$ cat src/rtl/game_pkg.sv
// Shared definitions for the game datapath: screen geometry, colours and the
// obstacle drawer state encoding.
package game_pkg;
  localparam int COORD_W  = 11;
  localparam int SCREEN_W = 160;
  localparam int SCREEN_H = 120;

  localparam logic [2:0] COL_BLACK = 3'b000;
  localparam logic [2:0] COL_WHITE = 3'b111;

  typedef enum logic [2:0] {
    IDLE,
    ERASE,
    MOVE,
    DRAW,
    DONE
  } drawer_state_t;

  function automatic logic is_sweep(input drawer_state_t s);
    return (s == ERASE) || (s == DRAW);
  endfunction
endpackage

$ cat src/rtl/obstacle_drawer_if.sv
// Controller <-> obstacle drawer link: render request, move tick, pixel stream
// and status back to the controller.
interface obstacle_drawer_if;
  import game_pkg::*;

  logic               draw_start;
  logic               update_screen;
  logic [COORD_W-1:0] x;
  logic [COORD_W-1:0] y;
  logic [2:0]         colour;
  logic               plotting;
  logic               draw_done;
  logic [COORD_W-1:0] shape_gone;

  modport master (
    output draw_start, update_screen,
    input  x, y, colour, plotting, draw_done, shape_gone
  );

  modport slave (
    input  draw_start, update_screen,
    output x, y, colour, plotting, draw_done, shape_gone
  );
endinterface

$ cat src/rtl/rect_sweeper.sv
// Row-major col/row counter over a WIDTH x HEIGHT rectangle. col/row give the
// pixel for the coming cycle so the owner can register it; last flags the
// pixel currently held.
module rect_sweeper #(
  parameter logic [3:0] WIDTH  = 4'd8,
  parameter logic [3:0] HEIGHT = 4'd8
) (
  input  logic       clock,
  input  logic       reset,
  input  logic       start,
  input  logic       enable,
  output logic [3:0] col,
  output logic [3:0] row,
  output logic       last
);
  logic [3:0] col_reg, row_reg;
  logic       col_wrap;

  always_comb begin
    col_wrap = (col_reg == WIDTH - 4'd1);
    col      = col_reg;
    row      = row_reg;
    if (start) begin
      col = 4'd0;
      row = 4'd0;
    end else if (enable) begin
      if (col_wrap) begin
        col = 4'd0;
        row = row_reg + 4'd1;
      end else begin
        col = col_reg + 4'd1;
      end
    end
  end

  assign last = col_wrap && (row_reg == HEIGHT - 4'd1);

  always_ff @(posedge clock) begin
    if (reset) begin
      col_reg <= 4'd0;
      row_reg <= 4'd0;
    end else begin
      col_reg <= col;
      row_reg <= row;
    end
  end
endmodule

$ cat src/rtl/obstacle_drawer.sv
// One scrolling obstacle: erases/redraws its rectangle on request, shifts left
// on each frame tick and reports when it has left the screen.
module obstacle_drawer
  import game_pkg::*;
#(
  parameter logic [10:0] INIT_X = 11'd152,
  parameter logic [10:0] INIT_Y = 11'd100,
  parameter logic [3:0]  WIDTH  = 4'd8,
  parameter logic [3:0]  HEIGHT = 4'd8,
  parameter logic [10:0] STEP   = 11'd1,
  parameter logic [2:0]  COLOUR = COL_WHITE
) (
  input  logic             clock,
  input  logic             reset,
  obstacle_drawer_if.slave bus
);
  drawer_state_t      state_reg, state_next;
  logic [COORD_W-1:0] pos_x_reg, pos_x_next;
  logic               move_pending_reg, move_pending_next;
  logic               gone_reg, gone_next;
  logic [COORD_W-1:0] x_reg, y_reg;
  logic [2:0]         colour_reg;
  logic               plotting_reg, draw_done_reg;
  logic               sweep_start, sweep_enable, sweep_last;
  logic [3:0]         sweep_col, sweep_row;

  rect_sweeper #(
    .WIDTH (WIDTH),
    .HEIGHT(HEIGHT)
  ) u_sweeper (
    .clock (clock),
    .reset (reset),
    .start (sweep_start),
    .enable(sweep_enable),
    .col   (sweep_col),
    .row   (sweep_row),
    .last  (sweep_last)
  );

  always_comb begin
    state_next        = state_reg;
    pos_x_next        = pos_x_reg;
    gone_next         = gone_reg;
    move_pending_next = move_pending_reg | bus.update_screen;
    case (state_reg)
      IDLE: begin
        if (bus.draw_start) begin
          if (gone_reg) begin
            state_next = DONE;
          end else if (move_pending_reg) begin
            state_next        = ERASE;
            // a tick landing on this very cycle is kept for the next render
            move_pending_next = bus.update_screen;
          end else begin
            state_next = DRAW;
          end
        end
      end
      ERASE: if (sweep_last) state_next = MOVE;
      MOVE: begin
        if (pos_x_reg < STEP) begin
          gone_next  = 1'b1;
          state_next = DONE;
        end else begin
          pos_x_next = pos_x_reg - STEP;
          state_next = DRAW;
        end
      end
      DRAW: if (sweep_last) state_next = DONE;
      DONE: if (!bus.draw_start) state_next = IDLE;
      default: state_next = IDLE;
    endcase
    sweep_start  = is_sweep(state_next) && (state_next != state_reg);
    sweep_enable = is_sweep(state_reg) && (state_next == state_reg);
  end

  // Outputs are loaded from the next-cycle view so the first pixel follows
  // the request by a single clock.
  always_ff @(posedge clock) begin
    if (reset) begin
      state_reg        <= IDLE;
      pos_x_reg        <= INIT_X;
      move_pending_reg <= 1'b0;
      gone_reg         <= 1'b0;
      x_reg            <= '0;
      y_reg            <= '0;
      colour_reg       <= COL_BLACK;
      plotting_reg     <= 1'b0;
      draw_done_reg    <= 1'b0;
    end else begin
      state_reg        <= state_next;
      pos_x_reg        <= pos_x_next;
      move_pending_reg <= move_pending_next;
      gone_reg         <= gone_next;
      plotting_reg     <= is_sweep(state_next);
      draw_done_reg    <= (state_next == DONE);
      if (is_sweep(state_next)) begin
        x_reg      <= pos_x_next + {7'd0, sweep_col};
        y_reg      <= INIT_Y + {7'd0, sweep_row};
        colour_reg <= (state_next == ERASE) ? COL_BLACK : COLOUR;
      end
    end
  end

  assign bus.x          = x_reg;
  assign bus.y          = y_reg;
  assign bus.colour     = colour_reg;
  assign bus.plotting   = plotting_reg;
  assign bus.draw_done  = draw_done_reg;
  assign bus.shape_gone = {{(COORD_W-1){1'b0}}, gone_reg};
endmodule

$ cat src/flat_wrapper.sv
// flat-port wrapper written by rule: the top's interface ports become plain ports
module obstacle_drawer_flat import game_pkg::*;
#(
  parameter logic [10:0] INIT_X = 11'd152,
  parameter logic [10:0] INIT_Y = 11'd100,
  parameter logic [3:0]  WIDTH  = 4'd8,
  parameter logic [3:0]  HEIGHT = 4'd8,
  parameter logic [10:0] STEP   = 11'd1,
  parameter logic [2:0]  COLOUR = COL_WHITE
)
  (clock, reset, bus_draw_start, bus_update_screen, bus_x, bus_y, bus_colour, bus_plotting, bus_draw_done, bus_shape_gone);
  obstacle_drawer_if bus_i ();
  input  logic clock;
  input  logic reset;
  input wire logic [$bits(bus_i.draw_start)-1:0] bus_draw_start;
  input wire logic [$bits(bus_i.update_screen)-1:0] bus_update_screen;
  output wire logic [$bits(bus_i.x)-1:0] bus_x;
  output wire logic [$bits(bus_i.y)-1:0] bus_y;
  output wire logic [$bits(bus_i.colour)-1:0] bus_colour;
  output wire logic [$bits(bus_i.plotting)-1:0] bus_plotting;
  output wire logic [$bits(bus_i.draw_done)-1:0] bus_draw_done;
  output wire logic [$bits(bus_i.shape_gone)-1:0] bus_shape_gone;
  assign bus_i.draw_start = bus_draw_start;
  assign bus_i.update_screen = bus_update_screen;
  assign bus_x = bus_i.x;
  assign bus_y = bus_i.y;
  assign bus_colour = bus_i.colour;
  assign bus_plotting = bus_i.plotting;
  assign bus_draw_done = bus_i.draw_done;
  assign bus_shape_gone = bus_i.shape_gone;
  obstacle_drawer #(.INIT_X(INIT_X), .INIT_Y(INIT_Y), .WIDTH(WIDTH), .HEIGHT(HEIGHT), .STEP(STEP), .COLOUR(COLOUR)) u_core (.clock(clock), .reset(reset), .bus(bus_i));
endmodule
$ cat config.mk
export PLATFORM = sky130hd
export DESIGN_NAME = obstacle_drawer_flat
export DESIGN_NICKNAME = d
export VERILOG_FILES = /design/src/rtl/game_pkg.sv /design/src/rtl/obstacle_drawer_if.sv /design/src/rtl/rect_sweeper.sv /design/src/rtl/obstacle_drawer.sv /design/src/flat_wrapper.sv
export SDC_FILE = /design/constraint.sdc
export NUM_CORES = 1
export LEC_CHECK = 0
export BUFFER_PORTS_ARGS = -buffer_cell sky130_fd_sc_hd__buf_4
export CORE_ASPECT_RATIO = 1.2
export CORE_MARGIN = 5
export CORE_UTILIZATION = 55
export CTS_BUF_LIST = sky130_fd_sc_hd__clkbuf_8
export DETAILED_ROUTE_END_ITERATION = 8
export PLACE_DENSITY_LB_ADDON = 0.08
export REMOVE_ABC_BUFFERS = 1
export SYNTH_ARGS = -nofsm -noshare
export SYNTH_HDL_FRONTEND = slang
export SYNTH_HIERARCHICAL = 1
export SYNTH_SLANG_ARGS = --single-unit
$ cat constraint.sdc
create_clock -name clock -period 4.65 [get_ports clock]
set_input_delay 0.2325 -clock clock [delete_from_list [all_inputs] [get_ports clock]]
set_output_delay 0.2325 -clock clock [all_outputs]
set_load 0.005 [all_outputs]
* Word-level counts from Yosys, hierarchy flattened
Cells that the tools add are included.
Cells by class: reductions and logical operators 7, muxes and demuxes 21, add/sub/neg operators 5, equal/unequal tests 11, bitwise operators 1, magnitude comparators 1
Operators by type and width (count):
- $mux 4 | 6
- $mux 11 | 2
- $mux 3 | 7
- $pmux 3 s5 | 1
- $add 11x4->11 | 1
- $lt 11x1->1 const B | 1
- $sub 11x1->11 const B | 1
- $eq 3x2->1 const B | 3
- $add 4x1->4 const B | 2
- $add 7x4->8 const A | 1
- $eq 4x3->1 const B | 2
- $eq 3x1->1 const B | 2
- $eq 3x3->1 const B | 2
- $mux 1 | 4
- $eq 3x3->1 | 1
- $logic_and 1x1->1 | 3
- $logic_not 3->1 | 1
- $ne 3x3->1 | 1
- $logic_or 1x1->1 | 2
- $mux 2 | 1
- $reduce_and 2->1 | 1
- $or 1x1->1 | 1
Word-level totals: logic and storage cells 57, flip-flop bits (word level) 51, output and inout port bits 38

* Depth between registers and ports, before layout
word-level depth 9, gate-level depth with buffers 18

* Hierarchy
The synthesis kept the hierarchy.
Modules (own cells, without submodules):
- obstacle_drawer | cells each 229, sequential area each 720.7 um^2, instances 1, area each 1890.6 um^2
- rect_sweeper | cells each 56, sequential area each 160.2 um^2, instances 1, area each 456.7 um^2

* Worst setup path before layout
No wires, ideal clock.
path kind reg2reg, start point register u_core.u_sweeper.col_reg[0], end point register u_core.x_reg[10], in the netlist u_core/bus.x[10], required time 4.588 ns, slack 0.355 ns, clock period less this slack 4.295 ns, library setup time 0.062 ns, cell stages (with the launch flop) 18, data arrival time 4.232 ns, cells stage by stage dfxtp_1 > ha_1 > nand3b_1 > nor3_1 > nor3_1 > nor3_1 > clkbuf_1 > nor2_1 > clkbuf_1 > nor2_1 > ha_1 > fa_1 > a21o_1 > a21oi_1 > nor3_2 > nor4bb_1 > or4_1 > nand3_1
On the way: word-level cells in the longest chain between the ends 9, elaborated cells on any way between the ends 17, those cells by class add/sub: 2; eq/ne: 5; mux: 6; reduce/logical: 4
Ends and longest elaborated chain:
- from (decl) | line rect_sweeper.sv:16 | logic [3:0] col_reg, row_reg;
- from (signal assigned) | line rect_sweeper.sv:43 | col_reg <= col;
- $eq 4x3->1 (*) | line rect_sweeper.sv:20 | col_wrap = (col_reg == WIDTH - 4'd1);
- $logic_and 1x1->1 (*) | line rect_sweeper.sv:36 | assign last = col_wrap && (row_reg == HEIGHT - 4'd1);
- via u_core.sweep_last | line obstacle_drawer.sv:24 | logic sweep_start, sweep_enable, sweep_last;
- $mux 3, on equally long branches | line obstacle_drawer.sv:69, obstacle_drawer.sv:59
- $pmux 3 s5 (*) | line obstacle_drawer.sv:45 | case (state_reg)
- $eq 3x3->1 (*) | line obstacle_drawer.sv:74 | sweep_enable = is_sweep(state_reg) && (state_next == state_reg);
- $logic_and 1x1->1 (*) | line obstacle_drawer.sv:74
- via u_core.sweep_enable | line obstacle_drawer.sv:24
- $mux 4 (*) | line rect_sweeper.sv:26 | end else if (enable) begin
- $mux 4 (*) | line rect_sweeper.sv:23 | if (start) begin
- via u_core.sweep_col[0] | line obstacle_drawer.sv:25 | logic [3:0] sweep_col, sweep_row;
- $add 11x4->11 (*) | line obstacle_drawer.sv:98 | x_reg <= pos_x_next + {7'd0, sweep_col};
- to (signal assigned) | line obstacle_drawer.sv:98
- to (decl) | line obstacle_drawer.sv:21 | logic [COORD_W-1:0] x_reg, y_reg;
The timed path passes the listed nets; every way through them passes the cells marked *. A chain may end at the register's enable or synchronous reset.

* Worst setup path in the final report
Same ends and word-level chain as after synthesis.

==> impl_metrics.csv <==
group,metric,value,unit
yosys,syn_area_per_cell,8.236,um2
pwr,comb_power_share,21.8,%
drt,avgRoutedWirePerCell,12.68,um
yosys,ys_seq_elements,44,
layout,fin_util,62.16,%
critical_path,critPathArrivalTime,4.19,ns
yosys,postSynth.asyncResetShare,0,%
global_route,gr-usage-all-layers,16.29,%
pwr,internal-power,0.6503,mW
drt,drt_pass1_iterations,4,
die,die_x,69.64,um
die,coreArea,4197,um2
placement,gp_congestion,0.7933,
yosys,yosysSeqAreaShare,37.53,%
clock_network,cts.sinks,44,
critical_path,r2r-end,"u_core/bus.x[10]",
die,io-pin-count,42,
drt,antenna_left,0,
pwr,power.share.clock,32.2,%
layout,drive_gt1_share,14.47,%
yosys,yosys_warnings,6,
critical_path,cp_max_fo,9,
die,die_y,81.56,um
outcome,outcome,"finished, final reports clean",
placement,dp_hpwl,3300,um
pwr,power_switching,0.2782,mW
global_route,grt_max_degree,46,
critical_path,crit_type,"flop to flop",
clock_network,cts_buffer_depth,2,
critical_path,cp-end-kind,"flop",
clock_network,numCtsBuffers,5,
layout,nNetsFinal,316,
yosys,synth_top_area_cell,"dfxtp_1",
clock_network,clk_pin_slew_worst_paths,0.09,ns
drt,drt_wl_total,4566,um
worst_hold_path,hold_start,"bus_update_screen",
yosys,synth_top_area_share,37.53,%
yosys,synthCells,285,
worst_hold_path,hp-class,"input port to flop",
drt,drc,0,
critical_path,rrSetupSlack,0.71,ns
sta,rsz0062_at_grt,"no",
pwr,leakagePower,1.085,nW
critical_path,endpoint,"u_core/bus.x[10]",
sta,setup_tns,0,ns
clock_network,cts_resized,0,
sta,tightest_slew,0.9680,ns
clock_network,post_cts_buffers,0,
pwr,powerDensity,355.9,nW/um2
yosys,synth-edff-count,0,
clock_network,clk_latency,0.30,ns
sta,slew_headroom,34.97,%
yosys,synth_area_leaders,"dfxtp_1 38%, buf_4 6.1%, nor2_1 6.1%",
global_route,grt_pass1_wl,7472,um
critical_path,cp-start-kind,"flop",
die,start_util,55.93,%
critical_path,cp.required,4.89,ns
global_route,antenna_found_initial,0,
sta,max_freq,253.8,MHz
clock_network,htreeDepth,2,
clock_network,postCtsHoldBufs,0,
die,die-area,5679,um2
critical_path,r2r_cells,15,
sta,setup_viol,0,
yosys,synth.distinct_cells,44,
sta,hold_viol,0,
clock_network,cts-root-buf,"clkbuf_8",
global_route,grt_pass1_vias,1634,
pwr,switching_share,29.96,%
yosys,synth_top_flop_cell,"dfxtp_1",
yosys,synth_top_cells_by_count,"44 x dfxtp_1, 38 x nor2_1, 29 x nand2_1, 21 x a21oi_1, 19 x buf_4",
pwr,seqPwrFrac,45.9,%
die,rows,26,
global_route,gr-total-overflow,0,
pwr,irDropWorstVdd,0.2201,mV
job,maxCapViolCount,0,
placement,numPortBuffers,27,
yosys,synth_most_common_cell,"dfxtp_1",
drt,vias,1901,
yosys,synth_area,2347,um2
sta,period_needed,3.941,ns
layout,num_antenna_cells,0,
critical_path,r2r-start,"u_core/u_sweeper/col_reg[0]",
drt,drt_iter0_drc,131,
critical_path,critPathLaunch,"u_core/u_sweeper/col_reg[0]",
sta,min_period_over_period,84.75,%
sta,final.setup_skew,0.005318,ns
layout,areaGrowthSynthToFinish,11.14,%
drt,viasPerCell,5.281,
clock_network,cts_tree,"built",
sta,maxSlewViolCount,0,
-- final cells by class --
class | count | area [um2]
Sequential cell | 44 | 880.8
Clock inverter | 3 | 46.29
Timing Repair Buffer | 29 | 217.7
Fill cell | 383 | 1588
Tap cell | 56 | 70.07
Multi-Input combinational cell | 219 | 1310
Clock buffer | 5 | 68.82
Inverter | 4 | 15.01
-- power groups by stage --
stage / Sequential (mW) / Combinational, mW / Clock [mW]
after global placement: 0.435 / 0.201 / 0
final: 0.427 / 0.203 / 0.299
after detailed placement: 0.435 / 0.203 / 0
after CTS: 0.427 / 0.204 / 0.309
after global routing: 0.431 / 0.225 / 0.328
after floorplan: 0.434 / 0.118 / 0
-- cells in the final DEF (no fill, tap or decap), types with 2 or more instances in the layout --
master	netlist	final
nand2b_1	4	4
ha_1	8	8
nor3_1	16	16
nor4_1	3	3
o21ai_0	9	9
xnor2_1	7	7
conb_1	1	14
clkbuf_8	0	5
nand2_1	29	29
nor3_2	2	2
a211oi_1	7	7
nand3b_1	2	2
or3_1	8	8
a21o_1	3	3
o31a_1	2	2
inv_1	4	4
xor2_1	5	5
nor2_1	38	38
or4_1	4	4
nand4_1	2	2
o31ai_1	2	2
nor2b_1	5	5
a21oi_1	21	21
buf_4	19	29
dfxtp_1	44	44
mux2i_1	7	7
nand3_1	5	5
-- critical path, stage by stage (launching register included) --
cell,delay (ns)
dfxtp_1,0.34
ha_1,0.26
nand3b_1,0.13
nor3_1,0.09
nor3_1,0.75
and2b_1,0.26
a21oi_1,0.15
nor2_1,0.07
ha_1,0.22
fa_1,0.40
a21o_1,0.19
a21oi_1,0.26
nor3_2,0.09
nor4bb_1,0.16
or4_1,0.42
nand3_1,0.08
-- through the flow --
step | setup WS [ns] | instances | instance area, um2 | total power, mW | hold WS (ns)
global placement | 0.8073 | 352 | 2494 | 0.6361 | 0.4432
global route | 0.4309 | 360 | 2609 | 0.9841 | 0.1485
detailed placement | 0.7292 | 352 | 2494 | 0.6379 | 0.4457
finish | 0.7091 | 360 | 2609 | 0.9285 | 0.1404
floorplan | 0.3677 | 267 | 2206 | 0.5524 | 0.3016
CTS | 0.7053 | 360 | 2609 | 0.9389 | 0.1397
-- worst min path at each step --
stage / endpoint / depth (start not counted)
6_report: u_core/move_pending_reg / 3
3_5_place_dp: u_core/bus.x[0] / 2
2_1_floorplan: u_core/bus.x[0] / 1
4_1_cts: u_core/move_pending_reg / 3
5_1_grt: u_core/move_pending_reg / 3
3_3_place_gp: u_core/bus.y[4] / 2
-- logic make-up (layout without fill, tap and decap cells) --
group,count (synthesis),after routing,synth area share [%]
simple gates,130,130,28.94
buf+inv,35,41,8.742
mux,7,7,2.985
fa+ha+maj,9,9,5.117
flops,44,44,37.53
other cells,1,14,0.1598
xor+xnor,12,12,4.478
compound gates,47,47,12.05
-- per-layer routing --
metal	vias up	track usage [%]	part of all wire, %
li1	988	-	-
met1	869	21.13	46
met2	40	27.19	49
met3	4	4.039	3.6
met4	0	4.598	0.88
met5	-	0	0
Power figures use the tool's default switching activity.
